$ cat src/rtl/bias_sat_pipe.sv
// bias_sat_pipe
//   Adds a per-lane signed bias (chosen from a small bias bank) to each lane of
//   an input vector, then saturates every lane to a signed OUT_W range.
//   Two-stage valid/ready pipeline: stage 1 registers the widened sums,
//   stage 2 clamps and holds the output. A sticky counter accumulates
//   the number of lanes that were clamped.
//
// Optional feature: define BIAS_SAT_PIPE_RELU_EN to add the relu_en input.
//   relu_en travels with its vector; when set, lanes whose clamped result is
//   negative are output as zero.
//
// Ports
//   clk, rst               rising-edge clock, synchronous active-high reset
//   bias_we/waddr/wdata    bias bank write port (takes effect next cycle)
//   in_valid/in_ready      input handshake
//   in_data, in_bsel       input lanes (lane i at [IN_W*i +: IN_W]), bank select
//   relu_en                (optional) zero negative results for this vector
//   out_valid/out_ready    output handshake
//   out_data               saturated lanes (lane i at [OUT_W*i +: OUT_W])
//   clr_count, sat_count   clamp statistics counter and its clear
module bias_sat_pipe #(
  parameter int LANES      = 8,
  parameter int IN_W       = 8,
  parameter int OUT_W      = 8,
  parameter int BIAS_DEPTH = 4,
  parameter int CNT_W      = 16
) (
  input  logic                          clk,
  input  logic                          rst,
  input  logic                          bias_we,
  input  logic [$clog2(BIAS_DEPTH)-1:0] bias_waddr,
  input  logic [LANES*IN_W-1:0]         bias_wdata,
  input  logic                          in_valid,
  output logic                          in_ready,
  input  logic [LANES*IN_W-1:0]         in_data,
  input  logic [$clog2(BIAS_DEPTH)-1:0] in_bsel,
`ifdef BIAS_SAT_PIPE_RELU_EN
  input  logic                          relu_en,
`endif
  output logic                          out_valid,
  input  logic                          out_ready,
  output logic [LANES*OUT_W-1:0]        out_data,
  input  logic                          clr_count,
  output logic [CNT_W-1:0]              sat_count
);

  localparam int SUM_W = IN_W + 1;
  localparam int CLW   = $clog2(LANES + 1);
  // Bounds expressed at sum width; when OUT_W == SUM_W they equal the sum's
  // own range, so the compares below can never fire.
  localparam logic signed [SUM_W-1:0] SAT_MAX = SUM_W'((1 << (OUT_W - 1)) - 1);
  localparam logic signed [SUM_W-1:0] SAT_MIN = SUM_W'(-(1 << (OUT_W - 1)));

  // Bias bank: cleared by reset, so it is a register array rather than RAM.
  // Read is combinational on in_bsel, so a same-cycle write sees the old entry.
  logic [LANES*IN_W-1:0] bank_reg [BIAS_DEPTH];
  logic [LANES*IN_W-1:0] bias_rd;

  logic                             s1_valid_reg;
  logic                             s1_relu_reg;
  logic [LANES-1:0][SUM_W-1:0]      sum_reg;
  logic [LANES-1:0][SUM_W-1:0]      sum_next;
  logic                             out_valid_reg;
  logic [LANES*OUT_W-1:0]           out_data_reg;
  logic [CNT_W-1:0]                 sat_count_reg;

  logic                             s2_adv;
  logic                             in_fire;
  logic                             relu_in;
  logic [LANES-1:0][OUT_W-1:0]      lane_sat;
  logic [LANES-1:0][OUT_W-1:0]      lane_raw;
  logic [LANES-1:0]                 lane_clamp;
  logic [CLW-1:0]                   clamp_cnt;
  logic [CNT_W:0]                   sat_sum;
  logic [CNT_W-1:0]                 sat_next;

  assign bias_rd  = bank_reg[in_bsel];
  assign s2_adv   = !out_valid_reg || out_ready;
  assign in_ready = !s1_valid_reg || s2_adv;
  assign in_fire  = in_valid && in_ready;

`ifdef BIAS_SAT_PIPE_RELU_EN
  assign relu_in = relu_en;
`else
  assign relu_in = 1'b0;
`endif

  always_ff @(posedge clk) begin
    if (rst) begin
      for (int i = 0; i < BIAS_DEPTH; i++) begin
        bank_reg[i] <= '0;
      end
    end else if (bias_we) begin
      bank_reg[bias_waddr] <= bias_wdata;
    end
  end

  genvar gi;
  generate
    for (gi = 0; gi < LANES; gi++) begin : g_lane
      logic [IN_W-1:0]         din;
      logic [IN_W-1:0]         bin;
      logic signed [SUM_W-1:0] s;
      logic                    hi;
      logic                    lo;

      assign din = in_data[IN_W*gi +: IN_W];
      assign bin = bias_rd[IN_W*gi +: IN_W];
      // One extra bit of headroom: the sum of two IN_W values cannot overflow.
      assign sum_next[gi] = {din[IN_W-1], din} + {bin[IN_W-1], bin};

      assign s  = sum_reg[gi];
      assign hi = s > SAT_MAX;
      assign lo = s < SAT_MIN;
      assign lane_clamp[gi] = hi | lo;
      assign lane_raw[gi]   = s[OUT_W-1:0];

      always_comb begin
        lane_sat[gi] = s[OUT_W-1:0];
        if (hi) begin
          lane_sat[gi] = SAT_MAX[OUT_W-1:0];
        end else if (lo) begin
          lane_sat[gi] = SAT_MIN[OUT_W-1:0];
        end
        // Clamping preserves sign, so the clamped result is negative exactly
        // when the raw sum is.
        if (s1_relu_reg && s[SUM_W-1]) begin
          lane_sat[gi] = '0;
        end
      end
    end
  endgenerate

  always_comb begin
    clamp_cnt = '0;
    for (int i = 0; i < LANES; i++) begin
      clamp_cnt = clamp_cnt + CLW'(lane_clamp[i]);
    end
  end

  assign sat_sum  = {1'b0, sat_count_reg} + (CNT_W + 1)'(clamp_cnt);
  assign sat_next = sat_sum[CNT_W] ? '1 : sat_sum[CNT_W-1:0];

  // Stage 1: widened sums
  always_ff @(posedge clk) begin
    if (rst) begin
      s1_valid_reg <= 1'b0;
      s1_relu_reg  <= 1'b0;
      sum_reg      <= '0;
    end else if (in_fire) begin
      s1_valid_reg <= 1'b1;
      s1_relu_reg  <= relu_in;
      sum_reg      <= sum_next;
    end else if (s2_adv) begin
      s1_valid_reg <= 1'b0;
    end
  end

  // Stage 2: clamp, output hold, statistics
  always_ff @(posedge clk) begin
    if (rst) begin
      out_valid_reg <= 1'b0;
      out_data_reg  <= '0;
      sat_count_reg <= '0;
    end else begin
      if (s2_adv) begin
        out_valid_reg <= s1_valid_reg;
        out_data_reg  <= s1_valid_reg ? lane_sat : lane_raw;
      end
      if (clr_count) begin
        sat_count_reg <= '0;
      end else if (s2_adv && s1_valid_reg) begin
        sat_count_reg <= sat_next;
      end
    end
  end

  assign out_valid = out_valid_reg;
  assign out_data  = out_data_reg;
  assign sat_count = sat_count_reg;

endmodule
$ cat config.mk
export PLATFORM = sky130hd
export DESIGN_NAME = bias_sat_pipe
export DESIGN_NICKNAME = d
export VERILOG_FILES = /design/src/rtl/bias_sat_pipe.sv
export SDC_FILE = /design/constraint.sdc
export NUM_CORES = 1
export LEC_CHECK = 0
export BUFFER_PORTS_ARGS = -buffer_cell sky130_fd_sc_hd__buf_2
export CAP_MARGIN = 15
export CELL_PAD_IN_SITES_DETAIL_PLACEMENT = 0
export CELL_PAD_IN_SITES_GLOBAL_PLACEMENT = 1
export CORE_ASPECT_RATIO = 0.7
export CORE_MARGIN = 2
export CORE_UTILIZATION = 30
export DETAILED_ROUTE_END_ITERATION = 6
export PLACE_DENSITY_LB_ADDON = 0.1
export RECOVER_POWER = 100
export SYNTH_ARGS = -nofsm -noshare
export SYNTH_HDL_FRONTEND = slang
export SYNTH_SLANG_ARGS = --single-unit
$ cat constraint.sdc
create_clock -name clk -period 10.5 [get_ports clk]
set_input_delay 0.525 -clock clk [delete_from_list [all_inputs] [get_ports clk]]
set_output_delay 0.525 -clock clk [all_outputs]
set_load 0.01 [all_outputs]
==> impl_metrics.json <==
{
  "wl_per_cell_um": 21.6,
  "vias_per_cell": 4.92,
  "violations": "max-capacitance violations, max-slew violations",
  "multi_input_area_um2": 8270,
  "maxSlewViolCount": 750,
  "synthMuxAreaShare": 0.0780,
  "drt_iter0_markers": 875,
  "grt_pass1_vias": 13655,
  "wl_mm": 60.1,
  "synthFlopType": "edfxtp_1",
  "via_count": 13667,
  "grt_antenna_before_repair": 3,
  "fin_tns_setup_ns": 0,
  "drc": 0,
  "seqCellArea_um2": 10800,
  "ys_ff_latch": 410,
  "finClkSkew_ns": 0.0204,
  "synth_top_family_by_area": "simple AND/OR/NAND/NOR gates",
  "clock_latency_ns": 0.59,
  "worstPathRequired_ns": 10.82,
  "area_growth_pct": 17.0,
  "die_y_um": 218,
  "p_total_w": 0.00422,
  "core-area_um2": 64800,
  "drv.max_cap_violation_count": 18,
  "synth_fp_nets": 1887,
  "vdd_ir_drop_max_v": 0.000111,
  "fillers": 6490,
  "ctsResizeCount": 0,
  "synth_edf_count": 256,
  "die_w_um": 310,
  "synth_compound_area_frac": 0.105,
  "synth_xor_area_frac": 0.00848,
  "portBuffers": 219,
  "cp-start-kind": "primary input",
  "h-tree-depth": 2,
  "cts_setup_buffers": 0,
  "largest_register_ff_count": 256,
  "hp-class": "primary input to flop",
  "cts_inserted_buffers": 46,
  "synth-simple-area-share": 0.171,
  "drive_gt1_frac": 0.158,
  "fin_nets": 2077,
  "cp_data_arrival_time_ns": 6.65,
  "syn_inst": 1666,
  "dr.pass1.iters": 5,
  "rows": 78,
  "place_hpwl_mm": 38.3,
  "synthAdderAreaFrac": 0.0579,
  "min_period_ns": 6.33,
  "fin_crit_sh": 0.603,
  "grt.overflow.total": 0,
  "hold_viol": 0,
  "worst_slew_pin_slew_ns": 3.97,
  "ys_types": 53,
  "power_density_nw_per_um2": 184,
  "gp_congestion": 0.769,
  "io_pins": 220,
  "rsz0062_at_grt": "no",
  "clkTransAtPathRegs_ns": 0.06,
  "cts_root_buf": "clkbuf_16",
  "crit_fanout": 64,
  "die_area_um2": 67500,
  "clock.fmax_mhz": 158,
  "grt_pass1_wl_mm": 89.5,
  "cts.sinks": 410,
  "synth_warnings": 0,
  "clock_tree.buffer_depth": 3,
  "setup_viol": 0,
  "status": "finished, violations left",
  "grt_use_total": 0.179,
  "slew_headroom": -1.65,
  "cts_tree": "yes",
  "syn_area_per_cell_um2": 11.8,
  "critPathCaptureType": "flop",
  "cts_hold_buf": 0,
  "critical_path_class": "primary input to flop",
  "grt_max_degree": 86,
  "async_flop_share": 0,
  "p_leak_nw": 8.37,
  "synth-seq-area-share": 0.549,
  "initial_core_util": 0.303,
  "synth_area_um2": 19600,
  "ant_nets": 0
}
## layout make-up
cell class,count,share of cell area
antenna,2,0.000218
clock buffer,63,0.0580
clock inverter,23,0.00779
inverter,56,0.00921
multi-input combinational,1103,0.360
sequential,410,0.469
tap,880,0.0480
timing repair buffer,239,0.0477
## Yosys cell counts (9+ instances only)
master,n,area [um2]
inv_1,55,206
mux2i_1,9,90.1
nor4b_1,16,140
nand2_1,94,353
o211ai_1,9,67.6
clkbuf_1,59,221
o21ai_0,92,460
nand3b_1,15,113
a31oi_1,17,106
buf_2,30,150
nand4_1,19,119
nor2b_1,18,113
o22ai_1,9,56.3
mux4_2,64,1440
or2_2,10,62.6
ha_1,70,876
nor2_1,52,195
nand3_1,37,185
a21oi_1,125,626
nor3_1,11,55.1
xor2_1,13,114
and2_1,259,1620
fa_1,13,260
a211oi_1,36,270
edfxtp_1,256,7690
or4_1,24,180
or3_1,9,56.3
dfxtp_1,154,3080
## metal layers
layer | track usage | wire length, um | vias up | share of wire
li1 | - | - | 6550 | -
met1 | 0.269 | 30200 | 6794 | 0.50
met2 | 0.272 | 26500 | 268 | 0.44
met3 | 0.0263 | 2520 | 53 | 0.042
met4 | 0.0367 | 815 | 2 | 0.014
met5 | 0 | 13 | - | 0.00022
## critical path, cell delays in order
cell and delay, ns:
clkbuf_1 0.11, clkbuf_1 1.85, clkbuf_1 1.75, nor2b_4 -0.01, clkbuf_1 1.53, and2_1 0.74
## stage by stage
stage	instance area [um2]	worst slack [ns]	cells	util	hold slack, ns
after floorplan	19600	4.86	1666	-	0.432
after global placement	21700	6.38	2688	0.334	0.441
after detailed placement	21700	6.35	2688	0.334	0.448
after CTS	23200	6.34	2774	0.357	0.201
after global routing	23000	3.63	2775	0.354	0.229
final	23000	4.17	2776	0.354	0.248
## cells by family (layout without fill, tap and decap cells)
group	Yosys count	in the layout
AOI/OAI and AO/OA	341	341
xor gates and xnor gates	19	19
adders and majority gates	83	83
buffers and inverters	153	381
DFF	410	410
muxes	73	73
other	0	2
and+or+nand+nor	587	587
## placed cells by master (no fill, tap or decap), types with 8 or more instances in the layout
master,netlist,final
edfxtp_1,256,256
dfxtp_1,154,154
buf_2,30,135
and2_1,259,132
and2_0,0,127
a21oi_1,125,124
clkbuf_1,59,103
nand2_1,94,96
o21ai_0,92,91
ha_1,70,70
mux4_2,64,64
inv_1,55,55
nor2_1,52,52
clkbuf_16,0,48
nand3_1,37,37
a211oi_1,36,36
or4_1,24,24
nand4_1,19,20
a31oi_1,17,17
nor2b_1,18,16
nor4b_1,16,16
nand3b_1,15,15
xor2_1,13,13
fa_1,13,13
nor3_1,11,11
clkinv_2,0,11
mux2i_1,9,9
o211ai_1,9,9
or3_1,9,9
o22ai_1,9,9
or2_2,10,8
o21a_1,8,8
o31a_1,8,8
a21o_1,8,8
a221oi_1,8,8
buf_4,2,8
## worst paths after layout
kind                                     from                       endpoint  slack (ns)  cells after the start
hold reg to reg   g_lane[0].s[0]$_SDFFE_PP0P_    g_lane[0].s[0]$_SDFFE_PP0P_        0.46                      2
setup reg to reg    s1_valid_reg$_SDFFE_PP0P_    g_lane[1].s[2]$_SDFFE_PP0P_        5.74                      6
hold / removal                 bias_wdata[10]  bank_reg[0][10]$_SDFFCE_PN0P_        0.25                      2
setup / recovery                          rst      bank_reg[3][37]$_DFFE_PP_        4.17                      6
## power by group
group / switching [W] / leakage, nW / total [W] / internal, W
sequential: 0.0000637 / 3.76 / 0.00192 / 0.00186
combinational: 0.000395 / 3.85 / 0.000670 / 0.000275
clock: 0.000688 / 0.752 / 0.00163 / 0.000938
total: 0.00115 / 8.37 / 0.00422 / 0.00307
Note: power is estimated with default switching activity, not from simulation.
